`config.mk`:
```
export PLATFORM = sky130hd
export DESIGN_NAME = crc32_stream
export DESIGN_NICKNAME = d
export VERILOG_FILES = /design/src/rtl/crc32_stream_pkg.sv /design/src/rtl/crc32_stream_byte_step.sv /design/src/rtl/crc32_stream.sv
export SDC_FILE = /design/constraint.sdc
export NUM_CORES = 1
export LEC_CHECK = 0
export CAP_MARGIN = 15
export CORE_AREA = 2 2 186 188
export CTS_CLUSTER_DIAMETER = 120
export DETAILED_ROUTE_END_ITERATION = 10
export DIE_AREA = 0 0 188 190
export GPL_TIMING_DRIVEN = 0
export PLACE_DENSITY_LB_ADDON = 0.12
export REMOVE_ABC_BUFFERS = 1
export SLEW_MARGIN = 20
export SYNTH_ARGS = -nofsm -noshare
export SYNTH_HDL_FRONTEND = slang
export SYNTH_SLANG_ARGS = --single-unit
export TNS_END_PERCENT = 5
```
`constraint.sdc`:
```
create_clock -name clk -period 6.4 [get_ports clk]
set_input_delay 1.28 -clock clk [delete_from_list [all_inputs] [get_ports clk]]
set_output_delay 1.28 -clock clk [all_outputs]
set_load 0.02 [all_outputs]
```
`src/rtl/crc32_stream_pkg.sv`:
```
// Shared CRC-32 constants, frame-tracking state type and bit-reflection helpers
// for the crc32_stream engine and its byte-step sub-module.
package crc32_stream_pkg;

  localparam int unsigned CRC_LEN     = 32;
  localparam logic [CRC_LEN-1:0] CRC_POLY    = 32'h04C11DB7;
  localparam logic [CRC_LEN-1:0] CRC_INIT    = 32'hFFFFFFFF;
  localparam logic [CRC_LEN-1:0] CRC_XOR_OUT = 32'hFFFFFFFF;
  localparam logic [CRC_LEN-1:0] CRC_RESIDUE = 32'h2144DF1C;

  typedef enum logic [1:0] {
    IDLE  = 2'd0,
    ACCUM = 2'd1,
    DONE  = 2'd2
  } crc_state_t;

  // Bit-reverse one byte.
  function automatic logic [7:0] reflect8(input logic [7:0] x);
    logic [7:0] r;
    for (int i = 0; i < 8; i++) r[i] = x[7-i];
    return r;
  endfunction

  // Bit-reverse a 32-bit word.
  function automatic logic [31:0] reflect32(input logic [31:0] x);
    logic [31:0] r;
    for (int i = 0; i < 32; i++) r[i] = x[31-i];
    return r;
  endfunction

endpackage

```
`src/rtl/crc32_stream_byte_step.sv`:
```
// One byte of MSB-first CRC-32 update; bytes are reflected so the result matches
// the LSB-first wire order of Ethernet.
// Ports:
//   i_acc   accumulator before this byte
//   i_byte  byte as seen on the wire
//   i_en    0 = pass accumulator through unchanged
//   o_acc   accumulator after this byte
module crc32_byte_step
  import crc32_stream_pkg::*;
#(
  parameter logic [31:0] POLY = CRC_POLY
) (
  input  logic [31:0] i_acc,
  input  logic [7:0]  i_byte,
  input  logic        i_en,
  output logic [31:0] o_acc
);

  logic [31:0] w_acc;

  // XOR reflected byte into the top, then 8 MSB-first shift/reduce steps.
  always_comb begin
    w_acc = i_acc ^ {reflect8(i_byte), 24'h0};
    for (int i = 0; i < 8; i++) begin
      w_acc = w_acc[31] ? ((w_acc << 1) ^ POLY) : (w_acc << 1);
    end
    o_acc = i_en ? w_acc : i_acc;
  end

endmodule

```
`src/rtl/crc32_stream.sv`:
```
// Streaming Ethernet CRC-32 (FCS) engine: DATA_BYTES bytes per beat over valid/ready,
// per-lane keep on the last beat, registered valid/ready result port.
// Optional feature macro: CRC_FCS_CHECK_EN -- when defined, fcs_ok flags a frame
// (fed including its received FCS) whose CRC equals the CRC-32 residue.
// Ports:
//   clk, rst        clock, synchronous active-low reset
//   in_valid/ready  input beat handshake
//   in_data         beat data, lane 0 = [7:0] = first byte on the wire
//   in_keep         byte enables, honoured on the last beat only
//   in_last         final beat of frame
//   crc_valid/ready result handshake
//   crc_out         FCS, lane-0-first byte order
//   byte_cnt        bytes in the completed frame (saturating)
//   fcs_ok          RX residue check result (0 when feature absent)
module crc32_stream
  import crc32_stream_pkg::*;
#(
  parameter int unsigned DATA_BYTES = 4,
  parameter logic [31:0] POLY       = CRC_POLY,
  parameter logic [31:0] INIT       = CRC_INIT,
  parameter logic [31:0] XOR_OUT    = CRC_XOR_OUT,
  parameter int unsigned CNT_W      = 16
) (
  input  logic                    clk,
  input  logic                    rst,
  input  logic                    in_valid,
  output logic                    in_ready,
  input  logic [8*DATA_BYTES-1:0] in_data,
  input  logic [DATA_BYTES-1:0]   in_keep,
  input  logic                    in_last,
  output logic                    crc_valid,
  input  logic                    crc_ready,
  output logic [31:0]             crc_out,
  output logic [CNT_W-1:0]        byte_cnt,
  output logic                    fcs_ok
);

  localparam int unsigned POP_W = $clog2(DATA_BYTES + 1);
  localparam int unsigned SUM_W = CNT_W + 1;

  crc_state_t       r_state;
  logic [31:0]      r_acc;
  logic [CNT_W-1:0] r_cnt;
  logic             r_up;
  logic             r_crc_valid;
  logic [31:0]      r_crc_out;
  logic [CNT_W-1:0] r_byte_cnt;

  logic                  w_ready;
  logic                  w_accept;
  logic [DATA_BYTES-1:0] w_lane_en;
  logic [31:0]           w_seed;
  logic [31:0]           w_chain [DATA_BYTES+1];
  logic [31:0]           w_crc_final;
  logic [POP_W-1:0]      w_pop;
  logic [CNT_W-1:0]      w_cnt_base;
  logic [SUM_W-1:0]      w_cnt_sum;
  logic [CNT_W-1:0]      w_cnt_next;

  // r_up holds in_ready low for the cycle following reset.
  assign w_ready  = r_up && ((r_state != DONE) || crc_ready);
  assign w_accept = in_valid && w_ready;
  assign in_ready = w_ready;

  // keep only matters on the last beat; earlier beats are always full.
  assign w_lane_en = in_last ? in_keep : {DATA_BYTES{1'b1}};

  // A beat outside ACCUM always opens a fresh frame.
  assign w_seed     = (r_state == ACCUM) ? r_acc : INIT;
  assign w_cnt_base = (r_state == ACCUM) ? r_cnt : '0;

  assign w_chain[0] = w_seed;

  // Lane chain: lane 0 first, matching wire order.
  for (genvar g = 0; g < DATA_BYTES; g++) begin : g_lane
    crc32_byte_step #(.POLY(POLY)) u_step (
      .i_acc  (w_chain[g]),
      .i_byte (in_data[8*g +: 8]),
      .i_en   (w_lane_en[g]),
      .o_acc  (w_chain[g+1])
    );
  end

  assign w_crc_final = reflect32(w_chain[DATA_BYTES]) ^ XOR_OUT;

  // Byte count of this beat, added to the running count with saturation.
  always_comb begin
    w_pop = '0;
    for (int i = 0; i < DATA_BYTES; i++) w_pop = w_pop + POP_W'(w_lane_en[i]);
    w_cnt_sum  = {1'b0, w_cnt_base} + SUM_W'(w_pop);
    w_cnt_next = w_cnt_sum[CNT_W] ? {CNT_W{1'b1}} : w_cnt_sum[CNT_W-1:0];
  end

  // Frame FSM, accumulator and registered result.
  always_ff @(posedge clk) begin
    if (!rst) begin
      r_state     <= IDLE;
      r_acc       <= INIT;
      r_cnt       <= '0;
      r_up        <= 1'b0;
      r_crc_valid <= 1'b0;
      r_crc_out   <= '0;
      r_byte_cnt  <= '0;
    end else begin
      r_up <= 1'b1;
      if (w_accept) begin
        r_acc <= w_chain[DATA_BYTES];
        r_cnt <= w_cnt_next;
        if (in_last) begin
          r_state     <= DONE;
          r_crc_valid <= 1'b1;
          r_crc_out   <= w_crc_final;
          r_byte_cnt  <= w_cnt_next;
        end else begin
          // Also covers DONE: accepting implies the old result was taken.
          r_state     <= ACCUM;
          r_crc_valid <= 1'b0;
        end
      end else if ((r_state == DONE) && crc_ready) begin
        r_state     <= IDLE;
        r_crc_valid <= 1'b0;
      end
    end
  end

  assign crc_valid = r_crc_valid;
  assign crc_out   = r_crc_out;
  assign byte_cnt  = r_byte_cnt;

`ifdef CRC_FCS_CHECK_EN
  logic r_fcs_ok;

  // Residue compare, loaded alongside the result.
  always_ff @(posedge clk) begin
    if (!rst) begin
      r_fcs_ok <= 1'b0;
    end else if (w_accept && in_last) begin
      r_fcs_ok <= (w_crc_final == CRC_RESIDUE);
    end
  end

  assign fcs_ok = r_fcs_ok;
`else
  assign fcs_ok = 1'b0;
`endif

endmodule

```
======== Yosys cells after proc, flatten, opt, wreduce, memory -nomap -nowiden ========
Index checks and enable logic that the tools add are counted.
W data, S select, Z words.
word-level totals
  register bits ........................... 100
  bits in latches ......................... 0
  bits in writable memories ............... 0
  memory bits (read-only) ................. 0
  output and inout port bits .............. 51
  memories ................................ 0
operators by class
  $add $sub $neg .......................... 4
  multiply operators ...................... 0
  div/mod/pow operators ................... 0
  order comparisons ....................... 0
  equality and inequality tests ........... 3
  shift-type cells ........................ 0
  multiplexer cells ....................... 47
  bitwise operators ....................... 37
  reduce and logical (&&, ||, !) cells .... 6
operator list
  kind                  count
  $mux W27              32
  $not A14 Y14          32
  $mux W32              5
  $xor A32 B32 Y32      4
  $mux W16              2
  $not A32 Y32          1
  $add A16 B3 Y17       1
  $mux W2               3
  $mux W1               4
  $mux W4               1
  $add A2 B1 Y3         1
  $add A3 B1 Y3         1
  $logic_and A1 B1 Y1   3
  $add A1 B1 Y2         1
  $eq A2 B1 Y1 const B  1
  $eq A2 B2 Y1 const B  1
  $ne A2 B2 Y1 const B  1
  $reduce_and A2 Y1     1
  $reduce_bool A2 Y1    1
  $logic_or A1 B1 Y1    1

======== Longest topological paths before layout ========
Gate-level depths: netlist of the first run.
  word-level depth ........................ 75
  depth in mapped cells ................... 22

======== Cells and area by module ========
From an unflattened synthesis of the first run, not the netlist that was laid out.
unflattened totals
  cell total of the unflattened synthesis .. 961
  area, all modules ....................... 9917.0 um2
modules (own cells, without submodules)
  module           instances  cells an instance  area an instance (um2)  seq. area each (um2)
  crc32_byte_step  4          112                1413.9                  0.0
  crc32_stream     1          513                4261.6                  1981.9

======== Worst setup path after synthesis of the first run ========
No wires, ideal clock.
  kind .................................... input -> register
  from .................................... input port in_data[1]
  to ...................................... register r_acc[11]
  setup time .............................. 0.069 ns
  arrival time ............................ 6.356 ns
  data required time ...................... 6.331 ns
  setup slack ............................. -0.025 ns
  cell stages on the path ................. 19
  path through ............................ buf_4 -> xnor2_1 -> or3_1 -> and2_1 -> buf_2 -> xnor3_1 -> a211o_1 -> nand2_1 -> mux2_2 -> nor4_4 -> xnor3_1 -> xnor2_1 -> o21ai_1 -> xor2_1 -> xnor3_1 -> xnor3_1 -> nor2_1 -> nor3_1 -> o21ai_1
between the ends
  word-level cells in the longest chain between the ends .. 45
  elaborated cells on any way between the ends .. 67
  classes of those cells .................. mux: 35; bitwise: 32
RTL lines
  element                                                      RTL line                                                    source
  start: declaration                                           crc32_stream.sv:28                                          input logic [8*DATA_BYTES-1:0] in_data,
  $xor A32 B32 Y32 *                                           crc32_stream_byte_step.sv:23                                w_acc = i_acc ^ {reflect8(i_byte), 24'h0};
  $mux W27 *                                                   crc32_stream_byte_step.sv:25                                w_acc = w_acc[31] ? ((w_acc << 1) ^ POLY) : (w_acc << 1);
  $mux W27 or $not A14 Y14 (tied branches) (2 in series)       -
  $mux W27                                                     crc32_stream_byte_step.sv:25
  $not A14 Y14 (no source line) or $mux W27 (tied branches)    -
  $mux W27                                                     crc32_stream_byte_step.sv:25
  $mux W27 or $not A14 Y14 (tied branches) (2 in series)       -
  $mux W32 *                                                   crc32_stream_byte_step.sv:27                                o_acc = i_en ? w_acc : i_acc;
  (+27 left out)                                               -
  $not A14 Y14 (no source line), or another cell as far along  -
  $mux W27 or $mux W32 (tied branches)                         crc32_stream_byte_step.sv:25, crc32_stream_byte_step.sv:27
  $mux W27 or $xor A32 B32 Y32 (tied branches)                 crc32_stream_byte_step.sv:25, crc32_stream_byte_step.sv:23
  $not A14 Y14 (no source line) or $mux W27 (tied branches)    -
  $mux W27 or $not A14 Y14 (tied branches)                     -
  $not A14 Y14 (no source line) or $mux W27 (tied branches)    -
  $mux W27                                                     crc32_stream_byte_step.sv:25
  $mux W32 *                                                   crc32_stream_byte_step.sv:27
  end signal: assignment                                       crc32_stream.sv:107                                         r_acc <= w_chain[DATA_BYTES];
  end: declaration                                             crc32_stream.sv:42                                          logic [31:0] r_acc;
Every way passes the cells marked *; elsewhere a longest branch is shown, timed or not.
A chain may end at the register's enable or synchronous reset.

======== Worst setup path after layout of the first run ========
  from .................................... input port in_data[1]
  to ...................................... register r_crc_out[19], in the netlist crc_out[19]
between the ends
  word-level cells in the longest chain between the ends .. 47
  elaborated cells on any way between the ends .. 69
  classes of those cells .................. mux: 35; bitwise: 34
RTL lines
  element                                                            RTL line                      source
  $xor A32 B32 Y32 *                                                 crc32_stream_byte_step.sv:23
  $mux W27 *                                                         crc32_stream_byte_step.sv:25
  $not A14 Y14 (no source line)                                      -
  $mux W27                                                           crc32_stream_byte_step.sv:25
  $not A14 Y14 (no source line) or $mux W27 (tied branches)          -
  $mux W27 or $not A14 Y14 (tied branches)                           -
  $mux W27                                                           crc32_stream_byte_step.sv:25
  $mux W27 or $not A14 Y14 (tied branches)                           -
  (+31 left out)                                                     -
  $not A14 Y14 (no source line) or $xor A32 B32 Y32 (tied branches)  -
  $mux W27                                                           crc32_stream_byte_step.sv:25
  $not A14 Y14 (no source line)                                      -
  $mux W27                                                           crc32_stream_byte_step.sv:25
  $not A14 Y14 (no source line)                                      -
  $mux W27                                                           crc32_stream_byte_step.sv:25
  $mux W32 *                                                         crc32_stream_byte_step.sv:27
  $not A32 Y32 (no source line) *                                    -
  end signal: assignment                                             crc32_stream.sv:112           r_crc_out <= w_crc_final;
  end: declaration                                                   crc32_stream.sv:46            logic [31:0] r_crc_out;
Marked as above.

==> results of run 1 <==
synth_stat cells, types with 10 or more instances:
| library cell | number |
|---|---|
| o21ai_1 | 14 |
| o21a_1 | 10 |
| xnor3_1 | 29 |
| o211a_1 | 34 |
| o211ai_1 | 18 |
| mux2i_1 | 29 |
| a211oi_1 | 10 |
| o21ai_0 | 62 |
| a21oi_1 | 75 |
| inv_1 | 13 |
| and2_1 | 16 |
| a31oi_1 | 12 |
| nand3_1 | 35 |
| clkbuf_1 | 63 |
| nor3_1 | 28 |
| buf_2 | 13 |
| nor2_1 | 121 |
| nand2_1 | 141 |
| dfxtp_1 | 99 |
| xor2_1 | 66 |
| xnor2_1 | 174 |
worst max-delay path, cell delays in order:
cell and delay [ns]:
clkdlybuf4s15_2 0.36, xor2_2 0.26, nand3_1 0.25, a2111oi_2 0.53, a2111oi_4 0.11, and2_1 0.22
xnor2_1 0.19, a2111oi_4 0.35, buf_4 0.20, buf_4 0.16, buf_4 0.14, xor2_2 0.23
xnor3_1 0.24, mux2_2 0.34, xnor2_4 0.20, buf_12 0.15, xor2_4 0.27, xnor3_2 0.45
xnor3_1 0.19, a21oi_1 0.21, a21oi_1 0.10
how the worst max path moves through the flow:
stage	cells after the start	end	slack [ns]
after detailed placement	17	r_acc[8]	-2.89
after global routing	22	r_acc[12]	-0.1
after global placement	19	r_acc[8]	-4.92
after CTS	19	r_acc[6]	0.002
final	21	crc_out[19]	0.18
after floorplan	18	r_acc[8]	-1.32
area by class of cell:
type | instances | area [µm²] | share of cell area
clock buffer | 10 | 229.0 | 0.01826
clock inverter | 6 | 73.82 | 0.005886
inverter | 13 | 61.31 | 0.004888
multi-input combinational | 1036 | 8115 | 0.6470
sequential | 99 | 1982 | 0.1580
tap | 455 | 569.3 | 0.04539
timing repair buffer | 148 | 1501 | 0.1197
timing repair inverter | 2 | 10.01 | 0.0007981
through the flow:
| stage | cells | TNS (ns) | hold slack (ns) | area [µm²] | utilization |
|---|---|---|---|---|---|
| 3_3_place_gp | 1692 | -364.45 | 0.4611 | 11050 | 0.3255 |
| 4_1_cts | 1752 | 0 | 0.4820 | 12220 | 0.3599 |
| 5_1_grt | 1769 | -0.3340 | 0.5000 | 12540 | 0.3695 |
| 2_1_floorplan | 1147 | -56.02 | 0.4536 | 9580 | - |
| 3_5_place_dp | 1701 | -180.58 | 0.4671 | 11290 | 0.3325 |
| 6_report | 1769 | 0 | 0.4780 | 12540 | 0.3695 |
sequential cells by signal (all words and copies together), names as in the netlist:
name      flops
crc_out      32
r_acc        32
byte_cnt     16
r_cnt        16
r_state       2
r_up          1
cell families after synthesis:
logic type	Yosys count	synth area share
AND/OR/NAND/NOR	409	0.1919
AO/OA/AOI/OAI	297	0.2031
XOR/XNOR	287	0.3139
buffers and inverters	106	0.04536
flip-flops	99	0.1985
multiplexers	37	0.03960
adder cells (fa/ha/maj)	4	0.007268
other	1	0.0003756
layer usage:
layer | global-route usage | up-vias | part of all wire | routed length, µm
li1 | - | 4437 | - | -
met5 | 0 | - | 0 | 0
met4 | 0.05179 | 0 | 0.020 | 708
met1 | 0.2846 | 4331 | 0.49 | 17370
met2 | 0.3154 | 228 | 0.45 | 15910
met3 | 0.01716 | 33 | 0.039 | 1382
repair_timing:
action	in CTS	in global routing
resized for setup	79	44
pin swaps	21	15
gates cloned	2	1
endpoints found under the setup margin	96	81
setup buffers	33	16
==> flow_summary.yaml, run 1 <==
logic_synthesis:
  synth_area_leaders: "dfxtp_1 20%, xnor2_1 15%, xnor3_1 6.5%"
  netlist_area_um2: 9985
  synth_area_per_cell_um2: 8.052
  async_reset_ff_frac: 0
  synthCells: 1240
  yosysWarnings: 0
  synth_edf_count: 0
  ys_seq_elements: 99
  synth_top_area_share: 0.1985
  synth_largest_area_cell: "dfxtp_1"
  ys.flop_type: "dfxtp_1"
  ys_types: 84
  synth-seq-area-share: 0.1985
clock_network:
  cts_sinks: 99
  clk_latency_ns: 0.35
  holdBufCountCts: 0
  htree_num_levels: 3
  tritoncts: "built"
  root_buffer: "clkbuf_16"
  clk_pin_slew_worst_paths_ns: 0.07
  clockBufferDepth: 2
  cts-buffers-inserted: 9
worst_hold_path:
  hold_depth: 2
  holdPathEnd: "crc_out[30]"
  hold_class: "flip-flop to flip-flop"
  holdCritStartpoint: "crc_out[30]"
final_layout:
  area_growth_pct: 25.61
  fillCellCount: 3469
  fin_nets: 1354
  drive_above_1_share: 0.1469
  diodes: 0
  mostFrequentLayoutCells: "164 x xnor2_1, 137 x nand2_1, 121 x nor2_1, 99 x dfxtp_1, 79 x clkdlybuf4s50_1"
  final_common_cell: "xnor2_1"
worst_setup_path:
  worst_r2r_path_depth: 19
  cp.required_ns: 6.63
  start_kind: "input pin"
  worstPathArrival_ns: 6.45
  crit_type: "input pin to flip-flop"
  r2r-start: "r_state[0]"
  cp-startpoint: "in_data[1]"
  cp_max_fo: 6
  critPathCaptureType: "flip-flop"
  rr_endpoint: "crc_out[19]"
  reg2reg_slack_ns: 0.36
timing:
  hold_viol: 0
  finalWorstPathRequiredPeriod_ns: 6.223
  skew_ns: 0.007753
  maxSlewViolCount: 0
  max-slew-margin-rel: 0.3840
  clock.fmax_mhz: 160.7
  finalWorstSetupSlack_ns: 0.1767
  worst_pin_slew_ns: 0.9217
  timing.final.crit_share: 0.9724
  setup_viol: 0
  rsz0062_at_grt: "yes"
floorplan:
  core_area_um2: 33950
  die_area_um2: 35720
  io-pin-count: 92
  start_util: 0.2941
  die_x_um: 188
  rows: 68
  die_h_um: 190
grt:
  grt_max_degree: 77
  grt_pass1_wl_mm: 53.92
  grt_antenna_before_repair: 0
  grt-ovfl-total: 0
  grt_pass1_vias: 8611
  track_usage: 0.1974
drt:
  first_iter_violations: 611
  via_per_inst: 5.104
  drt-total-wl_mm: 35.37
  drt-pass1-iter-count: 5
  avgRoutedWirePerCell_um: 19.99
  drtAntennaViolNets: 0
  vias: 9029
  drc: 0
placed_design:
  place_ws_ns: -2.889
  gp_congestion: 0.8632
  dp_hpwl_mm: 26.06
  port-buffer-count: 90
flow_run:
  drv_cap: 0
status:
  outcome: "finished clean"
Power of run 1 is not shown: default switching activity piles up to over one toggle a cycle in this logic, so the estimate is an artifact.
==> run 2: changes to the inputs <==
--- a/config.mk
+++ b/config.mk
@@ -8,6 +8,7 @@
 export CAP_MARGIN = 15
 export CORE_AREA = 2 2 186 188
 export CTS_CLUSTER_DIAMETER = 120
+export CTS_CLUSTER_SIZE = 20
 export DETAILED_ROUTE_END_ITERATION = 10
 export DIE_AREA = 0 0 188 190
 export GPL_TIMING_DRIVEN = 0
==> results of run 2 <==
Same layout as run 1: the final DEF is identical, and so are final timing and power.
Power of run 2 is left out for the same reason.
